[config.mk]
export PLATFORM = sky130hd
export DESIGN_NAME = gray_counter_flat
export DESIGN_NICKNAME = d
export VERILOG_FILES = /design/src/rtl/gray_counter_if.sv /design/src/rtl/gray_counter.sv /design/src/flat_wrapper.sv
export SDC_FILE = /design/constraint.sdc
export NUM_CORES = 1
export LEC_CHECK = 0
export ABC_AREA = 0
export ABC_CLOCK_PERIOD_IN_PS = 2400
export CORE_AREA = 2 2 39 41
export CTS_BUF_LIST = sky130_fd_sc_hd__clkbuf_4 sky130_fd_sc_hd__clkbuf_8 sky130_fd_sc_hd__clkbuf_16
export DETAILED_ROUTE_END_ITERATION = 6
export DIE_AREA = 0 0 41 43
export GPL_ROUTABILITY_DRIVEN = 1
export PLACE_DENSITY = 0.74
export SYNTH_ARGS = -nofsm -noshare
export SYNTH_HDL_FRONTEND = slang
export SYNTH_SLANG_ARGS = --single-unit
[constraint.sdc]
create_clock -name clk -period 2.4 [get_ports clk]
set_clock_uncertainty 0.15 [all_clocks]
set_input_delay 0.48 -clock clk [delete_from_list [all_inputs] [get_ports clk]]
set_output_delay 0.48 -clock clk [all_outputs]
set_load 0.02 [all_outputs]
[src/rtl/gray_counter_if.sv]
// Control and count bus of the Gray-code up/down counter.
// The master drives the step/load controls; the counter (slave) returns the registered count.
interface gray_counter_if #(
  parameter int WIDTH = 4
);
  logic             en;
  logic             up;
  logic             load;
  logic [WIDTH-1:0] load_bin;
  logic [WIDTH-1:0] binary;
  logic [WIDTH-1:0] gray;
  logic             wrap;

  modport master (
    output en, up, load, load_bin,
    input  binary, gray, wrap
  );

  modport slave (
    input  en, up, load, load_bin,
    output binary, gray, wrap
  );
endinterface

[src/rtl/gray_counter.sv]
// Registered Gray-code up/down counter with synchronous load and wrap pulse.
// Binary count and its Gray code are both held in flops, updated on the same edge.
module gray_counter #(
  parameter int WIDTH = 4
) (
  input logic          clk,
  input logic          reset,
  gray_counter_if.slave bus
);

  localparam logic [WIDTH-1:0] ONE = {{(WIDTH-1){1'b0}}, 1'b1};

  function automatic logic [WIDTH-1:0] bin2gray(input logic [WIDTH-1:0] b);
    return b ^ (b >> 1);
  endfunction

  logic [WIDTH-1:0] cnt_p0;
  logic             wrap_p0;
  logic [WIDTH-1:0] cnt_p1;
  logic [WIDTH-1:0] gray_p1;
  logic             wrap_p1;

  // Stage p0: next count and wrap flag; load outranks counting
  always_comb begin
    cnt_p0  = cnt_p1;
    wrap_p0 = 1'b0;
    if (bus.load) begin
      cnt_p0 = bus.load_bin;
    end else if (bus.en) begin
      if (bus.up) begin
        cnt_p0  = cnt_p1 + ONE;
        wrap_p0 = &cnt_p1;
      end else begin
        cnt_p0  = cnt_p1 - ONE;
        wrap_p0 = ~|cnt_p1;
      end
    end
  end

  // Stage p1: Gray code is registered from the next count, never decoded from the output
  always_ff @(posedge clk or posedge reset) begin
    if (reset) begin
      cnt_p1  <= '0;
      gray_p1 <= '0;
      wrap_p1 <= 1'b0;
    end else begin
      cnt_p1  <= cnt_p0;
      gray_p1 <= bin2gray(cnt_p0);
      wrap_p1 <= wrap_p0;
    end
  end

  assign bus.binary = cnt_p1;
  assign bus.gray   = gray_p1;
  assign bus.wrap   = wrap_p1;

endmodule

[src/flat_wrapper.sv]
// flat-port wrapper written by rule: the top's interface ports become plain ports
module gray_counter_flat 
#(
  parameter int WIDTH = 4
)
  (clk, reset, bus_en, bus_up, bus_load, bus_load_bin, bus_binary, bus_gray, bus_wrap);
  gray_counter_if #(.WIDTH(WIDTH)) bus_i ();
  input logic clk;
  input logic reset;
  input wire logic [$bits(bus_i.en)-1:0] bus_en;
  input wire logic [$bits(bus_i.up)-1:0] bus_up;
  input wire logic [$bits(bus_i.load)-1:0] bus_load;
  input wire logic [$bits(bus_i.load_bin)-1:0] bus_load_bin;
  output wire logic [$bits(bus_i.binary)-1:0] bus_binary;
  output wire logic [$bits(bus_i.gray)-1:0] bus_gray;
  output wire logic [$bits(bus_i.wrap)-1:0] bus_wrap;
  assign bus_i.en = bus_en;
  assign bus_i.up = bus_up;
  assign bus_i.load = bus_load;
  assign bus_i.load_bin = bus_load_bin;
  assign bus_binary = bus_i.binary;
  assign bus_gray = bus_i.gray;
  assign bus_wrap = bus_i.wrap;
  gray_counter #(.WIDTH(WIDTH)) u_core (.clk(clk), .reset(reset), .bus(bus_i));
endmodule
======== After elaboration in Yosys (flattened, before gate mapping) ========
Index checks and enable logic that the tools add are counted.
cells by class
  bitwise gates (word level) .............. 1
  $add $sub $neg .......................... 2
  reductions and logical operators ........ 3
  mux-type cells .......................... 6
operator list
  kind                 number
  $mux 4               3
  $add 4x1->4 const B  1
  $reduce_and 4->1     1
  $reduce_or 4->1      1
  $sub 4x1->4 const B  1
  $xor 4x3->4          1
  $mux 1               3
  $logic_not 1->1      1
storage, ports and cells
  input port bits ......................... 9
  bits in registers ....................... 9
  output and inout bits ................... 9

======== Logic depth before layout (Yosys ltp) ========
Gate-level depths: netlist (run 1).
  depth after elaboration ................. 5
  mapped depth ............................ 6

======== Least setup slack after synthesis (run 1) ========
OpenSTA, ideal clock, no wires.
  kind .................................... input to register
  from .................................... input port bus_up
  to ...................................... register u_core.gray_p1[2] (netlist: u_core.bus.gray[2])
  path buffers ............................ 0
  stages .................................. 6
  slack ................................... 0.509 ns
  arrival ................................. 1.609 ns
  cells stage by stage .................... inv_1 -> ha_1 -> nand3_1 -> and4b_1 -> or3_4 -> xor2_1
on the way
  cells in the longest elaborated chain, start to end .. 4
RTL lines
  what                        line                text
  start: declaration          flat_wrapper.sv:11  input wire logic [$bits(bus_i.up)-1:0] bus_up;
  $mux 4                      gray_counter.sv:30  if (bus.up) begin
  $mux 4                      gray_counter.sv:29  end else if (bus.en) begin
  $mux 4                      gray_counter.sv:27  if (bus.load) begin
  named net u_core.cnt_p0[3]  gray_counter.sv:17  logic [WIDTH-1:0] cnt_p0;
  $xor 4x3->4                 gray_counter.sv:14  return b ^ (b >> 1);
  end signal: assignment      gray_counter.sv:48  gray_p1 <= bin2gray(cnt_p0);
  end: declaration            gray_counter.sv:20  logic [WIDTH-1:0] gray_p1;
The timed path passes the listed nets, and every way through them passes these cells.

======== Worst setup path after layout (run 1) ========
Same ends and word-level chain as after synthesis.

==> results.txt, run 1 <==
- The run finished with clean final reports.
- Initial antenna violation count: 0
- CTS placed an instance of sky130_fd_sc_hd__clkbuf_4 at the clock tree root.
- Total global-route track usage: 14.1%
- STA classifies the critical path startpoint as an input pin.
- For this run the aggregate overflow at the end of global routing stands at 0.
- I/O pin count: 18
- Counting flops with an async set or reset pin after synthesis yields a share of 100%.
- Setup repair after global routing missed its margin: false
- Required time of the critical path: 2.40 ns
- In the final routed layout, each cell accounts on average for 11.7 µm.
- After synthesis, the netlist uses 22 different library cells.
- Portion of the post-synthesis area used by sequential elements: 43.8%
- Post-CTS setup buffer count: 0
- The design draws 494 µW.
- The synthesized design spends more area on one cell type than any other, namely sky130_fd_sc_hd__dfrtp_1.
- Synthesis inferred 8 register bits.
* Via count: 384
- Number of endpoints with negative hold slack in the final report: 0
- Clk_lat worst skew: 0.26 ns
- For the pin with the worst max-slew slack, the measured transition is 0.316 ns.
- Number of hold buffers added after CTS: 0
* Number of slew-limit violations in the final report: 0
- The worst setup path is captured at a flip-flop.
- The clock net in this run drives a total of 8 sinks.
* Number of CTS-inserted buffers: 3
* Max Buffers Root-to-Sink: 2
- Remaining routing DRC violations: 0
* Worst VDD drop: ~0.34 mV
- Buffers placed on the I/O ports in this run total 17.
* Remaining antenna violation count after routing: 0
- Number of violations of the max-capacitance limit: 0
- Clock input transition at the sequential cells of the worst setup and hold paths: 0.06 ns
- The area growth from synthesis to layout is 51.5%.
* Final Wtd Congestion: between 0.6 and 0.7
- For the worst setup path, the data arrival time is 2.19 ns.
- In this run the worst path has a maximum fanout of 3.
- Hpwl dp: 768 µm
- Post-Synthesis Mean Instance Area: 10.6 µm²
- Static timing analysis puts the maximum clock frequency at 456 MHz.
* Initial core utilization: 33.0%
* Layout Cell Area excl Fill: 692 µm²
- Class of the most critical setup path: input pin to flip-flop
- sky130_fd_sc_hd__dfrtp_1 is the most common cell in the netlist.
* Final nets: 80
* Antenna fix cells: 0
- Fraction of layout instances using a drive strength above 1: 13.6%
- In this run the number of H-tree levels came out at 1.
- Die Area: around 1800 µm²
* Initial drt markers: 6
- Syn. warnings: 0
- List of most frequent post-synthesis cells: sky130_fd_sc_hd__dfrtp_1, sky130_fd_sc_hd__nor2_1, sky130_fd_sc_hd__xnor2_1, sky130_fd_sc_hd__inv_1
- Wirelength, routed: 956 µm
* Normalized max-slew margin: 78.9%
- Setup violations, final: 0
* First-pass iteration count of the detailed router: 6
* Post-Syn Nets: 55
- The first global-routing pass estimated around 1600 µm of wire.
- CORE AREA: about 1400 µm²
* Final worst-path cycle share: 91.3%
- The number of gates resized after CTS was 0.
- Most area-consuming cells after synthesis: sky130_fd_sc_hd__dfrtp_1, sky130_fd_sc_hd__xnor2_1, sky130_fd_sc_hd__ha_1, sky130_fd_sc_hd__fa_1, sky130_fd_sc_hd__mux2i_1
- The via count of the first global-routing pass came to 377.
- The top cell type by area accounts for around 44% of the synthesized area.
- Die extent in x: between 40 and 50 µm
- In the routed layout, each cell is associated on average with a via count of 4.68.
* Total power density per cell area: 714 nW/µm²
- Leak pwr: 0.000314 µW
* Minimum clock period: 2.19 ns
* Dominant register cell in the synthesized netlist: sky130_fd_sc_hd__dfrtp_1
- Number of instances in the synthesized netlist: 43
- The floorplan has 14 rows.
* Synth Cell Area: between 400 and 500 µm²
* Number of synthesized flops with an enable pin: 0
- The min-delay analysis places its worst path in the category input pin to async pin.
- Entering global routing, the biggest net connects 9 pins.
- TritonCTS built the clock tree.
- After detailed placement, the total cell area comes to 669 µm².
* Die height: 43 µm
-- worst paths after layout --
kind,startpoint,endpoint,slack [ns],depth (start not counted)
worst min register to register,u_core.bus.binary[3],u_core.bus.wrap,0.56,2
max in group asynchronous,reset,u_core.bus.gray[1],1.54,2
min in group clk,u_core.bus.binary[3],u_core.bus.wrap,0.56,2
worst max register to register,u_core.bus.binary[2],u_core.bus.gray[2],0.55,5
worst max-delay path,bus_up,u_core.bus.gray[2],0.21,7
worst min-delay path,reset,u_core.bus.gray[2],0.31,2
-- layer usage --
layer | up-vias | track usage, % | wire length, µm
met5 | - | 0 | 0
met4 | 0 | 10.0 | 12
met3 | 2 | 6.28 | 47
met2 | 16 | 20.3 | 493
met1 | 172 | 15.7 | 401
li1 | 194 | - | -
-- critical path, cell delays in order --
cell	delay, ns
sky130_fd_sc_hd__clkdlybuf4s50_1	0.48
sky130_fd_sc_hd__inv_1	0.08
sky130_fd_sc_hd__ha_1	0.32
sky130_fd_sc_hd__a21oi_1	0.19
sky130_fd_sc_hd__a211oi_1	0.09
sky130_fd_sc_hd__or3_4	0.40
sky130_fd_sc_hd__xor2_1	0.15
-- where the power goes --
group | internal [µW] | total (µW) | leakage [µW] | switching, µW
Sequential | 161 | 184 | 0.0000972 | 22.4
Combinational | 110 | 206 | 0.000203 | 95.8
Clock | 57.3 | 104 | 0.0000138 | 46.6
Total | 329 | 494 | 0.000314 | 165
-- flip-flops by register name (all words and copies together), names as in the netlist --
signal	cells
u_core.bus.gray	3
u_core.bus.wrap	1
u_core.bus.binary	4
-- per-stage QoR --
stage	setup TNS, ns	setup WS, ns	utilization, %	hold slack, ns	instances
global route	0	0.147	50.0	0.327	82
CTS	0	0.210	50.0	0.324	82
detailed placement	-0.0634	-0.0634	48.4	0.553	79
finish	0	0.209	50.0	0.313	82
global placement	-0.0183	-0.0183	48.4	0.503	79
floorplan	0	0.509	-	0.146	43
-- cell usage in the layout, fill, tap and decap left out, drive strengths merged --
master / n
a211oi: 1
a21oi: 2
a22o: 1
a31oi: 1
and3: 1
and4b: 1
buf: 5
clkbuf: 3
clkdlybuf4s50: 17
dfrtp: 8
fa: 1
ha: 2
inv: 3
mux2i: 2
nand2: 2
nand3: 1
nor2: 4
o21ai: 2
or2b: 1
or3: 1
or4: 1
xnor2: 4
xor2: 2
-- area by class of cell --
class	instances	area (µm²)
Sequential cell	8	200
Tap cell	16	20.0
Clock buffer	3	22.5
Multi-Input combinational cell	30	230
Inverter	3	11.3
Timing Repair Buffer	22	208
Fill cell	134	692
-- kinds of logic (layout without fill, tap and decap cells) --
| kind of cell | Yosys count | count (layout) | synth area share, % |
|---|---|---|---|
| simple gates | 12 | 12 | 15.3 |
| flops | 8 | 8 | 43.8 |
| compound gates | 7 | 7 | 9.31 |
| xor+xnor | 6 | 6 | 11.5 |
| buf+inv | 5 | 28 | 5.75 |
| fa+ha+maj | 3 | 3 | 9.86 |
| mux | 2 | 2 | 4.38 |
Power figures use the tool's default switching activity.
==> inputs of run 2 (changes only) <==
- SLEW_MARGIN: unset -> 20
==> results of run 2 <==
Same layout as run 1: the final DEF is identical, and so are final timing and power.
==> edit: new RTL, settings of run 1 <==
`WIDTH` is set to 4 in 3 places; all go to 6.
--- a/src/rtl/gray_counter_if.sv
+++ b/src/rtl/gray_counter_if.sv
@@ -3,3 +3,3 @@
 interface gray_counter_if #(
-  parameter int WIDTH = 4
+  parameter int WIDTH = 6
 );
--- a/src/rtl/gray_counter.sv
+++ b/src/rtl/gray_counter.sv
@@ -3,3 +3,3 @@
 module gray_counter #(
-  parameter int WIDTH = 4
+  parameter int WIDTH = 6
 ) (
--- a/src/flat_wrapper.sv
+++ b/src/flat_wrapper.sv
@@ -3,3 +3,3 @@
 #(
-  parameter int WIDTH = 4
+  parameter int WIDTH = 6
 )
Ports: changed (resized bus_binary, bus_gray and bus_load_bin); port bits go from 18 to 24. No check against the original RTL was run, so the function may have changed too.
==> edit against run 1 <==
Total power increased by 75%; wire length increased by 63%; largest cell class unchanged; critical endpoint is now u_core.bus.gray[3]; critical path type unchanged; non-clock buffer count increased by 6; count of clock-buffer cells in the layout increased by 1; sequential cell count increased by 4; worst setup slack got worse by 120 ps; maximum frequency decreased by 5.3%; critical path depth increased by 2; die area unchanged; design area increased by 52%; synthesized area increased by 63%.
==> edit: results (changes against run 1) <==
stage	metric	value	unit	change
route	drt initial violations	12		was 6
placement	Final HPWL DP	1270	microns	was 768 microns
finish	layout cells sized above 1	0.127		was 0.136
synthesis	Post-synth top cells	dfrtp_1, xnor2_1, inv_1, a21oi_1, nor2_1		was dfrtp_1, nor2_1, xnor2_1, inv_1
timing	Slew @ Worst Pin	442	ps	was 316 ps
global_route	Total GRT Usage	0.218		was 0.141
route	DRT Pass-1 Iters	4		was 6
placement	pre-CTS setup slack	-193	ps	was -63.4 ps
placement	Buffers on Ports	23		was 17
global_route	first-pass GRT wire length	2570	microns	was 1580 microns
power_and_ir_drop	Max VDD drop	0.546	mV	was 0.339 mV
global_route	largest net degree at the start of global routing	13		was 9
clock_tree	CTS Buf Count	3		unchanged
setup_path	largest fanout on the critical path	3		unchanged
synthesis	Seq/Total Area, Yosys	0.403		was 0.438
synthesis	compound-gate portion of the synthesized area	0.111		was 0.0932
clock_tree	CTS HTree Levels	1		unchanged
synthesis	Netlist cell types	30		was 22
route	vias	617		was 384
clock_tree	Clk pin slew, worst setup/hold paths	80	ps	was 60 ps
synthesis	Synth Area in Adders	0.0940		was 0.0986
power_and_ir_drop	P_leak	0.000459	uW	was 0.000314 uW
clock_tree	post-CTS setup buffer count	0		unchanged
clock_tree	Clock Latency Late Sink	270	ps	
finish	max FFs per register	6		was 4
setup_path	reg2reg end	u_core.bus.gray[1]		was u_core.bus.gray[2]
synthesis	Post-synth EDFFs	0		unchanged
clock_tree	Root Buffer	clkbuf_4		unchanged
timing	final setup violation count	0		unchanged
synthesis	asr flop ratio synth	1.00		unchanged
setup_path	reg-to-reg startpoint	u_core.bus.binary[0]		was u_core.bus.binary[2]
finish	Layout fillers	116		was 134
synthesis	post-synth net total	89		was 55
global_route	initial antenna violation count	0		unchanged
synthesis	mux contribution to synthesized area	0.0789		was 0.0438
setup_path	R2R setup slack	350	ps	was 550 ps
placement	final RePlAce weighted congestion	0.719		was 0.690
setup_path	Crit. Startpoint	bus_up		unchanged
setup_path	CP endpoint	u_core.bus.gray[3]		was u_core.bus.gray[2]
clock_tree	CTS Buffer Depth	2		unchanged
setup_path	worst path arrival time	2350	ps	was 2190 ps
finish	Net count, final	119		was 80
synthesis	top cells by area, synth	dfrtp_1, xnor2_1, ha_1		unchanged
synthesis	dominant synthesized flop cell	dfrtp_1		unchanged
timing	Final min period	2310	ps	was 2190 ps
hold_path	worst hold path type	in2async		unchanged
setup_path	worst r2r path cells	8		was 5
synthesis	top-area cell type share of the netlist area	0.403		was 0.438
synthesis	YS warnings	0		unchanged
placement	placed inst area	0.00101	sq mm	was 669 sq um
finish	ant diodes	0		unchanged
synthesis	xor/xnor share of the synthesized area	0.117		was 0.115
route	drt total wl	1560	microns	was 956 microns
outcome	outcome	finished, final reports clean		unchanged
==> edit: changes by cell type in the layout (fill, tap and decap cells not counted), sizes merged, moves of 4 or more <==
cell / before / now
inv: 3 / 7
a21oi: 2 / 6
clkdlybuf4s50: 17 / 23
dfrtp: 8 / 12
xnor2: 4 / 8
==> edit: power by group <==
group          leakage, uW  switching, uW  internal [uW]  total, uW
clock            0.0000210           64.6           92.1        157
sequential        0.000144           39.0            251        290
combinational     0.000293            202            213        415
==> edit: critical path, stage by stage <==
cell,delay [ps]
clkdlybuf4s50_1,480
inv_1,80
ha_1,280
a21o_1,180
a21oi_2,150
xnor2_1,90
mux2_4,280
mux2i_4,200
xnor2_1,150
==> edit: cell type report <==
type,instances,area share
Timing Repair Buffer,28,0.255
Inverter,7,0.0251
Clock buffer,4,0.0346
Sequential cell,12,0.286
Multi-Input combinational cell,51,0.379
Tap cell,16,0.0191
==> edit: routing by layer <==
metal,GRT usage,vias up,share of wire
met3,0.0314,0,0.054
met4,0.0600,0,0
li1,-,306,-
met2,0.384,19,0.54
met1,0.259,292,0.40
met5,0,-,0
==> edit: timing repair <==
item	4_1_cts	5_1_grt
endpoints found under the setup margin	0	1
hold buffers	0	0
resized for setup	0	2
==> edit: per-stage QoR <==
| stage | instances | power, uW | util | hold slack (ps) |
|---|---|---|---|---|
| 5_1_grt | 118 | 918 | 0.758 | 406 |
| 2_1_floorplan | 73 | 539 | - | 195 |
| 4_1_cts | 118 | 872 | 0.756 | 377 |
| 3_3_place_gp | 114 | 698 | 0.730 | 541 |
| 6_report | 118 | 862 | 0.758 | 361 |
| 3_5_place_dp | 114 | 713 | 0.730 | 532 |
